$ cat src/rtl/button_event_decoder.sv
// ============================================================================
// Module  : button_event_decoder
// Purpose : Debounced L/R button levels -> one-cycle short/long/repeat/chord pulses.
// Revision: 1.0
// ============================================================================
`default_nettype none

module button_event_decoder #(
  parameter int LONG_TICKS   = 1000,
  parameter int REPEAT_TICKS = 200,
  parameter int CNT_W        = 11
) (
  input  logic       clk,
  input  logic       reset_n,
  input  logic       timebase,
  input  logic       button_l,
  input  logic       button_r,
  output logic       ev_l_short,
  output logic       ev_l_long,
  output logic       ev_l_rep,
  output logic       ev_r_short,
  output logic       ev_r_long,
  output logic       ev_r_rep,
  output logic       ev_chord,
  output logic [3:0] dec_state
);

  typedef enum logic [1:0] {
    ARMWAIT = 2'd0,
    IDLE    = 2'd1,
    PRESSED = 2'd2,
    HELD    = 2'd3
  } state_e;

  localparam logic [CNT_W-1:0] LONG_LAST = CNT_W'(LONG_TICKS - 1);
  localparam logic [CNT_W-1:0] REP_LAST  = CNT_W'(REPEAT_TICKS - 1);

  // Index 0 is the left channel, index 1 the right channel.
  state_e           state_q [2];
  state_e           state_d [2];
  logic [CNT_W-1:0] cnt_q   [2];
  logic [CNT_W-1:0] cnt_d   [2];
  logic [1:0]       short_q, short_d;
  logic [1:0]       long_q,  long_d;
  logic [1:0]       rep_q,   rep_d;
  logic             chord_q, chord_d;
  logic             ev_chord_q, ev_chord_d;

  logic [1:0]       btn;
  logic             chord_set;
  logic             suppress;
  logic             any_active;

  assign btn = {button_r, button_l};

  always_comb begin
    // A chord only forms while neither channel is in ARMWAIT or has already gone long.
    chord_set  = button_l && button_r &&
                 (state_q[0] == IDLE || state_q[0] == PRESSED) &&
                 (state_q[1] == IDLE || state_q[1] == PRESSED);
    suppress   = chord_q || chord_set;
    any_active = 1'b0;
    chord_d    = chord_q;
    ev_chord_d = 1'b0;
    short_d    = 2'b00;
    long_d     = 2'b00;
    rep_d      = 2'b00;

    for (int ch = 0; ch < 2; ch++) begin
      state_d[ch] = state_q[ch];
      cnt_d[ch]   = cnt_q[ch];
      case (state_q[ch])
        ARMWAIT: begin
          if (!btn[ch]) state_d[ch] = IDLE;
        end
        IDLE: begin
          if (btn[ch]) begin
            state_d[ch] = PRESSED;
            cnt_d[ch]   = '0;
          end
        end
        PRESSED: begin
          if (!btn[ch]) begin
            state_d[ch] = IDLE;
            short_d[ch] = !suppress;
          end else if (timebase) begin
            if (cnt_q[ch] == LONG_LAST) begin
              state_d[ch] = HELD;
              cnt_d[ch]   = '0;
              long_d[ch]  = !suppress;
            end else begin
              cnt_d[ch] = cnt_q[ch] + CNT_W'(1);
            end
          end
        end
        HELD: begin
          if (!btn[ch]) begin
            state_d[ch] = IDLE;
          end else if (timebase) begin
            if (cnt_q[ch] == REP_LAST) begin
              cnt_d[ch] = '0;
              rep_d[ch] = !suppress;
            end else begin
              cnt_d[ch] = cnt_q[ch] + CNT_W'(1);
            end
          end
        end
      endcase
      if (state_d[ch] == PRESSED || state_d[ch] == HELD) any_active = 1'b1;
    end

    // Looking at next state lets the chord pulse land one clock after the last release.
    if (chord_q && !any_active) begin
      chord_d    = 1'b0;
      ev_chord_d = 1'b1;
    end else if (chord_set) begin
      chord_d = 1'b1;
    end
  end

  always_ff @(posedge clk or negedge reset_n) begin
    if (!reset_n) begin
      for (int ch = 0; ch < 2; ch++) begin
        state_q[ch] <= ARMWAIT;
        cnt_q[ch]   <= '0;
      end
      short_q    <= 2'b00;
      long_q     <= 2'b00;
      rep_q      <= 2'b00;
      chord_q    <= 1'b0;
      ev_chord_q <= 1'b0;
    end else begin
      for (int ch = 0; ch < 2; ch++) begin
        state_q[ch] <= state_d[ch];
        cnt_q[ch]   <= cnt_d[ch];
      end
      short_q    <= short_d;
      long_q     <= long_d;
      rep_q      <= rep_d;
      chord_q    <= chord_d;
      ev_chord_q <= ev_chord_d;
    end
  end

  assign ev_l_short = short_q[0];
  assign ev_l_long  = long_q[0];
  assign ev_l_rep   = rep_q[0];
  assign ev_r_short = short_q[1];
  assign ev_r_long  = long_q[1];
  assign ev_r_rep   = rep_q[1];
  assign ev_chord   = ev_chord_q;
  assign dec_state  = {state_q[1], state_q[0]};

endmodule

`default_nettype wire

$ cat config.mk
export PLATFORM = sky130hd
export DESIGN_NAME = button_event_decoder
export DESIGN_NICKNAME = d
export VERILOG_FILES = /design/src/rtl/button_event_decoder.sv
export SDC_FILE = /design/constraint.sdc
export NUM_CORES = 1
export LEC_CHECK = 0
export BUFFER_PORTS_ARGS = -buffer_cell sky130_fd_sc_hd__buf_4
export CAP_MARGIN = 5
export CORE_MARGIN = 1.5
export CORE_UTILIZATION = 45
export DETAILED_ROUTE_END_ITERATION = 10
export PLACE_DENSITY = 0.67
export SKIP_LAST_GASP = 1
export SYNTH_ARGS = -nofsm -noshare
export SYNTH_HDL_FRONTEND = slang
export SYNTH_SLANG_ARGS = --single-unit
$ cat constraint.sdc
create_clock -name clk -period 1.9 [get_ports clk]
set_clock_uncertainty 0.1 [all_clocks]
set_input_delay 0.38 -clock clk [delete_from_list [all_inputs] [get_ports clk]]
set_output_delay 0.38 -clock clk [all_outputs]
set_load 0.01 [all_outputs]
==> summary.txt, run 1 <==
Run status
  – Status: finished with violations
  – Failing checks: setup timing

Setup path
  – CP startpoint: cnt_q[16]$_DFFE_PN0P_
  – Crit path max fanout: 5
  – CP Data Arrival Time: 2090 ps
  – Largest stage delay on the critical path: 410 ps
  – Worst Path Required: 1970 ps
  – Crit end category: flip-flop
  – Origin of the critical flop-to-flop path: cnt_q[16]$_DFFE_PN0P_
  – Reg2Reg Depth: 6
  – Reg2Reg Setup Slack: -120 ps
  – Startpoint Class: flip-flop
  – Critical-path top delay cell: or3_4
  – Crit path kind: reg -> reg
  – Worst path bufs/invs: 1
  – Worst path top cell family by delay: simple AND/OR/NAND/NOR gates
  – Reg-to-Reg End: cnt_q[11]$_DFFE_PN0P_
  – Worst path cell trace: or3_1, or3_4, a21oi_4, nor2_2, buf_4, mux2_2

Logic synthesis
  – EDFF count, synth: 0
  – Cell Area, Synth: 1934 um2
  – Largest cells by area after synthesis: dfrtp_1 44%, ha_1 6.5%, nand2_1 5.0%
  – Yosys warnings: 0
  – Count of cell types in the netlist: 45
  – Synthesized instance count: 210
  – Syn Nets: 225
  – Synthesis-stage register bit count: 34
  – Seq/Total Area, Yosys: 43.98%
  – Asr flop ratio synth: 100.0%
  – Syn Area/Cell: approximately 9.2 um2
  – Dominant synthesized flop cell: dfrtp_1
  – Cell taking the most area after synthesis: dfrtp_1
  – Share of the synthesized area in the top cell type: 43.98%

Hold path
  – Worst Hold Depth: 2
  – Hold EP: short_q[1]$_DFF_PN0_
  – Worst hold path class: in -> reg
  – Hold_sp: button_r

STA
  – Final setup fails: 11
  – Fin crit share: 106.5%
  – Final Hold Fails: 0
  – Worst-Margin Slew: 452.8 ps
  – Final WS setup: -123.3 ps
  – RSZ-0062 raised after global routing: yes
  – Min Tclk post-route: 2023 ps
  – Hold slack final: about 230 ps
  – Worst slew margin: 69.81%
  – Slew Limit Fails: 0
  – Maximum clock rate: 494.2 MHz

Finish
  – # diodes: 0
  – Nets: 290
  – Fillers: 335
  – Most frequent cells in the layout: 57 x buf_4, 34 x dfrtp_1, 26 x nand2_1, 14 x nand3_1, 13 x nor2_1
  – Layout area overhead: 36.29%
  – Commonest non-fill, non-tap cell in the layout: buf_4
  – Ratio of cells with drive above 1 in the final layout: 33.09%
  – Finished layout cell area: approximately 2600 um2

Pwr
  – Power per cell area: 1079 nW/um2
  – Peak supply drop: about 420 uV
  – Final Power: 2.844 mW
  – Leakage power: 1.209 nW

Clock network
  – CTS max path bufs: 2
  – CTS tree: done
  – Clock Latency Late Sink: 280 ps
  – CTS buffer count: 5
  – CTS clk-pin slew, worst paths: 70 ps
  – Clock sinks: 34
  – H-tree lvl count: 2
  – CTS root buffer: clkbuf_8

Die
  – Initial Utilization: 47.67%
  – Die ar.: 4701 um2
  – Die width: 68.57 um
  – # IOs: 16
  – Row Count: 23
  – Core Area: approximately 4000 um2
  – Die Y-Extent: 68.57 um

Place
  – GPL Wtd Cong: 0.7850
  – Area post-placement: 2442 um2
  – Post-detail-place hpwl: just over 3000 um
  – IO Port Bufs: 15

GRT
  – Largest net degree at the start of global routing: 35
  – Initial antenna violation count: 0
  – First-pass GRT wire length: 7182 um
  – Gr ovfl total: 0
  – Vias in the first global route: 1626
  – All-Layer GR Usage: 20.45%

Detailed routing
  – WL/cell: around 14 um
  – Remaining antenna violation count after routing: 0
  – Via/cell ratio: between 5 and 6
  – Detailed router's first-iteration violation count: 72
  – Vias: 1776
  – Drt drc: 0
  – Drt first pass iters: 4
  – Total wire length: 4418 um

Run
  – Max Cap Viol: 0
## area by class of cell
class                   instances  area, um2  share of cell area (%)
well taps                      50      62.56                   2.373
inverters                       9      33.78                   1.281
multi-input cells             163       1130                   42.86
repair buffers                 62      483.0                   18.32
flip-flops and latches         34      850.8                   32.27
clock buffers                   7      76.32                   2.895
## what timing repair did
item	CTS	global route
setup buffers	0	2
resized for setup	3	19
endpoints found under the hold margin	34	0
endpoints found under the setup margin	21	24
hold buffers	1	0
pin swaps	0	6
## worst max-delay path by stage
stage                             to  cells past startpoint
3_3_place_gp   cnt_q[19]$_DFFE_PN0P_                      7
5_1_grt        cnt_q[19]$_DFFE_PN0P_                      6
6_report       cnt_q[11]$_DFFE_PN0P_                      6
3_5_place_dp   cnt_q[19]$_DFFE_PN0P_                      7
2_1_floorplan  cnt_q[19]$_DFFE_PN0P_                      6
4_1_cts        cnt_q[19]$_DFFE_PN0P_                      7
## synth_stat cells, drive strengths merged, types with 3 or more instances
cell	n
clkbuf	3
o21ai	15
dfrtp	34
and3	4
nor3	8
nand3	14
or2	3
or3	5
inv	9
nor2	15
nand2b	4
nor2b	4
o311ai	4
a21oi	7
a22o	9
nor3b	4
ha	10
nand2	26
and2	3
## cells by family after synthesis
family | share of synthesized area (%)
DFF | 43.98
adders and majority gates | 6.468
AOI/OAI and AO/OA | 18.56
muxes | 0.5821
and+or+nand+nor | 27.68
buffers and inverters | 2.717
## stage by stage
step	utilization [%]	TNS [ps]	worst slack (ps)	instances
floorplan	-	0	3.643	210
global placement	60.19	-27.87	-19.11	315
detailed placement	60.19	-904.0	-94.01	315
CTS	62.63	-972.5	-115.1	323
global route	64.97	-1674	-176.2	325
finish	64.97	-942.3	-123.3	325
## sequential cells by signal, summed over array words and instances, names as in the netlist
signal     count
cnt_q         22
dec_state      4
long_q         2
rep_q          2
short_q        2
chord_q        1
ev_chord       1
## where the power goes
part / total, mW / leakage (nW) / internal, mW / switching [mW]
combinational: 1.46 / 0.704 / 0.714 / 0.744
clock: 0.500 / 0.0383 / 0.252 / 0.248
sequential: 0.886 / 0.467 / 0.811 / 0.0754
## layer usage
layer  part of all wire [%]  GRT usage [%]  vias up
li1                       -              -      898
met1                     49          27.46      850
met2                     47          32.69       24
met3                    3.3          4.383        4
met4                   0.86          6.750        0
met5                      0              0        -
Note: power is estimated with default switching activity, not from simulation.
==> run 2, diff against run 1 <==
==> constraint.sdc (replaced) <==
create_clock -name clk -period 1.9 [get_ports clk]
set_clock_uncertainty 0.1 [all_clocks]
set_input_delay 0.095 -clock clk [delete_from_list [all_inputs] [get_ports clk]]
set_output_delay 0.095 -clock clk [all_outputs]
set_load 0.01 [all_outputs]
==> run 2 against run 1 <==
Effect of this change: design area grew 0.76%; largest power group unchanged; routed wire length shrank 0.34%; count of clock-buffer cells in the layout is the same; cell count grew 0.62%; the run still ends with setup timing left; setup slack is essentially flat; die area is the same; core utilization grew 0.49 points; sequential share of layout area shrank 0.24 points; largest cell class unchanged.
==> summary.txt, run 2 (synthesis results as in run 1) <==
Setup path
  – Startpoint Class: flip-flop
  – CP startpoint: cnt_q[16]$_DFFE_PN0P_
  – Crit end category: flip-flop
  – Reg2Reg Setup Slack: -120 ps
  – Worst Path Required: roughly 2000 ps
  – Origin of the critical flop-to-flop path: cnt_q[16]$_DFFE_PN0P_
  – Crit path kind: reg -> reg
  – CP Data Arrival Time: about 2100 ps
  – Reg-to-Reg End: cnt_q[11]$_DFFE_PN0P_
  – Crit path max fanout: 5
  – Worst Setup EP: cnt_q[11]$_DFFE_PN0P_
  – Reg2Reg Depth: 6

Die
  – Die ar.: 4701 um2
  – Row Count: 23
  – Die Y-Extent: just under 70 um
  – Initial Utilization: 47.67%
  – Core Area: 4058 um2
  – # IOs: 16
  – Die width: 68.57 um

Detailed routing
  – Routed length on met2: about 2100 um
  – Drt drc: 0
  – Total wire length: about 4400 um
  – Remaining antenna violation count after routing: 0
  – Vias: 1793
  – Drt first pass iters: 4
  – WL/cell: 13.46 um
  – Met3 WL: 176 um
  – Via/cell ratio: 5.483
  – Top layer used by detailed routing: met4
  – Detailed router's first-iteration violation count: 84
  – WL met1: 2094 um

Finish
  – Largest Register: cnt_q
  – Fin cells: 327
  – Commonest non-fill, non-tap cell in the layout: buf_4
  – Ratio of cells with drive above 1 in the final layout: 32.85%
  – Nets: around 300
  – Layout area overhead: 37.32%
  – Max FFs per register: 22
  – Finished layout cell area: 2656 um2
  – # diodes: 0
  – Most frequent cells in the layout: 57 x buf_4, 34 x dfrtp_1, 26 x nand2_1, 14 x nand3_1, 13 x nor2_1

STA
  – Slew Limit Fails: 0
  – Fin Setup TNS: -949.7 ps
  – Maximum clock rate: approximately 490 MHz
  – Worst-Margin Slew: 445.8 ps
  – RSZ-0062 raised after global routing: yes
  – Worst slew margin: 70.28%
  – Final WS setup: -123.6 ps
  – Final setup fails: 11
  – Min Tclk post-route: approximately 2000 ps
  – Fin crit share: 106.5%
  – Final Hold Fails: 0

Place
  – IO Port Bufs: 15
  – Placed Cells: 315
  – Area post-placement: 2442 um2
  – Worst slack at placement: -94.01 ps
  – GPL Wtd Cong: about 0.8
  – Post-detail-place hpwl: 3039 um

Pwr
  – Sw Ratio: 37.56%
  – Sequential power share: a little under a third
  – Peak supply drop: 416.1 uV
  – Final Power: 2.849 mW
  – Int Pwr: 1.779 mW
  – Clk pwr share: between 15 and 20%
  – NetSw: ~1.1 mW
  – Power per cell area: 1073 nW/um2
  – Power share of the combinational group: around half
  – Leakage power: approximately 1.2 nW

GRT
  – Largest net degree at the start of global routing: 35
  – Initial antenna violation count: 0
  – All-Layer GR Usage: 20.49%
  – First-pass GRT wire length: 7196 um
  – Gr ovfl total: 0
  – Vias in the first global route: 1632

Run
  – Max Cap Viol: 0

Hold path
  – Worst hold path class: in -> reg
  – Worst Hold Depth: 3

Clock network
  – CTS buffer count: 5
  – H-tree lvl count: 2
  – CTS root buffer: clkbuf_8
  – Clock sinks: 34
  – CTS max path bufs: 2
  – CTS tree: done
  – CTS clk-pin slew, worst paths: 70 ps
  – Clock Latency Late Sink: 280 ps

Run status
  – Status: finished with violations
  – Failing checks: setup timing
## run 2: changes by cell type in the layout (fill, tap and decap cells not counted)
cell           before  now
dlygate4sd3_1       1    3
## run 2: power by group through the flow
| stage | combinational, mW | clock (mW) | sequential [mW] |
|---|---|---|---|
| floorplan | 0.723 | 0 | 0.919 |
| global placement | 1.29 | 0 | 0.892 |
| detailed placement | 1.30 | 0 | 0.895 |
| CTS | 1.33 | 0.518 | 0.881 |
| global route | 1.62 | 0.560 | 0.896 |
| finish | 1.46 | 0.500 | 0.886 |
## run 2: worst min path at each step
stage | endpoint | slack [ps] | start
2_1_floorplan | chord_q$_DFFE_PN0P_ | -300 | reset_n
3_3_place_gp | dec_state[0]$_DFF_PN0_ | -30 | reset_n
3_5_place_dp | dec_state[0]$_DFF_PN0_ | -20 | reset_n
4_1_cts | rep_q[1]$_DFF_PN0_ | 3 | timebase
5_1_grt | rep_q[1]$_DFF_PN0_ | 10 | timebase
6_report | rep_q[1]$_DFF_PN0_ | 7 | timebase
## run 2: cell type report
type	instances	area, um2
fillers	332	1401
multi-input cells	163	1130
flip-flops and latches	34	850.8
repair buffers	64	503.0
clock buffers	7	76.32
well taps	50	62.56
inverters	9	33.78
## run 2: timing repair
item / in CTS / in global routing
buffers inserted: 0 / 2
cloned: 0 / 0
setup endpoints to repair: 21 / 24
gates resized for setup: 3 / 19
pin swaps: 0 / 6
hold endpoints to repair: 40 / 0
hold buffers: 3 / 0
## run 2: metal layers
| metal | vias up | track usage [%] |
|---|---|---|
| li1 | 903 | - |
| met1 | 856 | 27.46 |
| met2 | 30 | 32.81 |
| met3 | 4 | 4.383 |
| met4 | 0 | 6.750 |
| met5 | - | 0 |
## run 2: critical path, cell delays in order, from the launching register on
cell and delay [ps]:
dfrtp_1 380, or3_1 360, or3_4 410, a21oi_4 190, nor2_2 70, buf_4 150, mux2_2 250
## run 2: stage by stage
stage | utilization, % | hold slack, ps
final | 65.46 | 7.033
after global routing | 65.46 | 9.878
after CTS | 63.12 | 2.847
after detailed placement | 60.19 | -21.72
after global placement | 60.19 | -28.48
after floorplan | - | -300.6
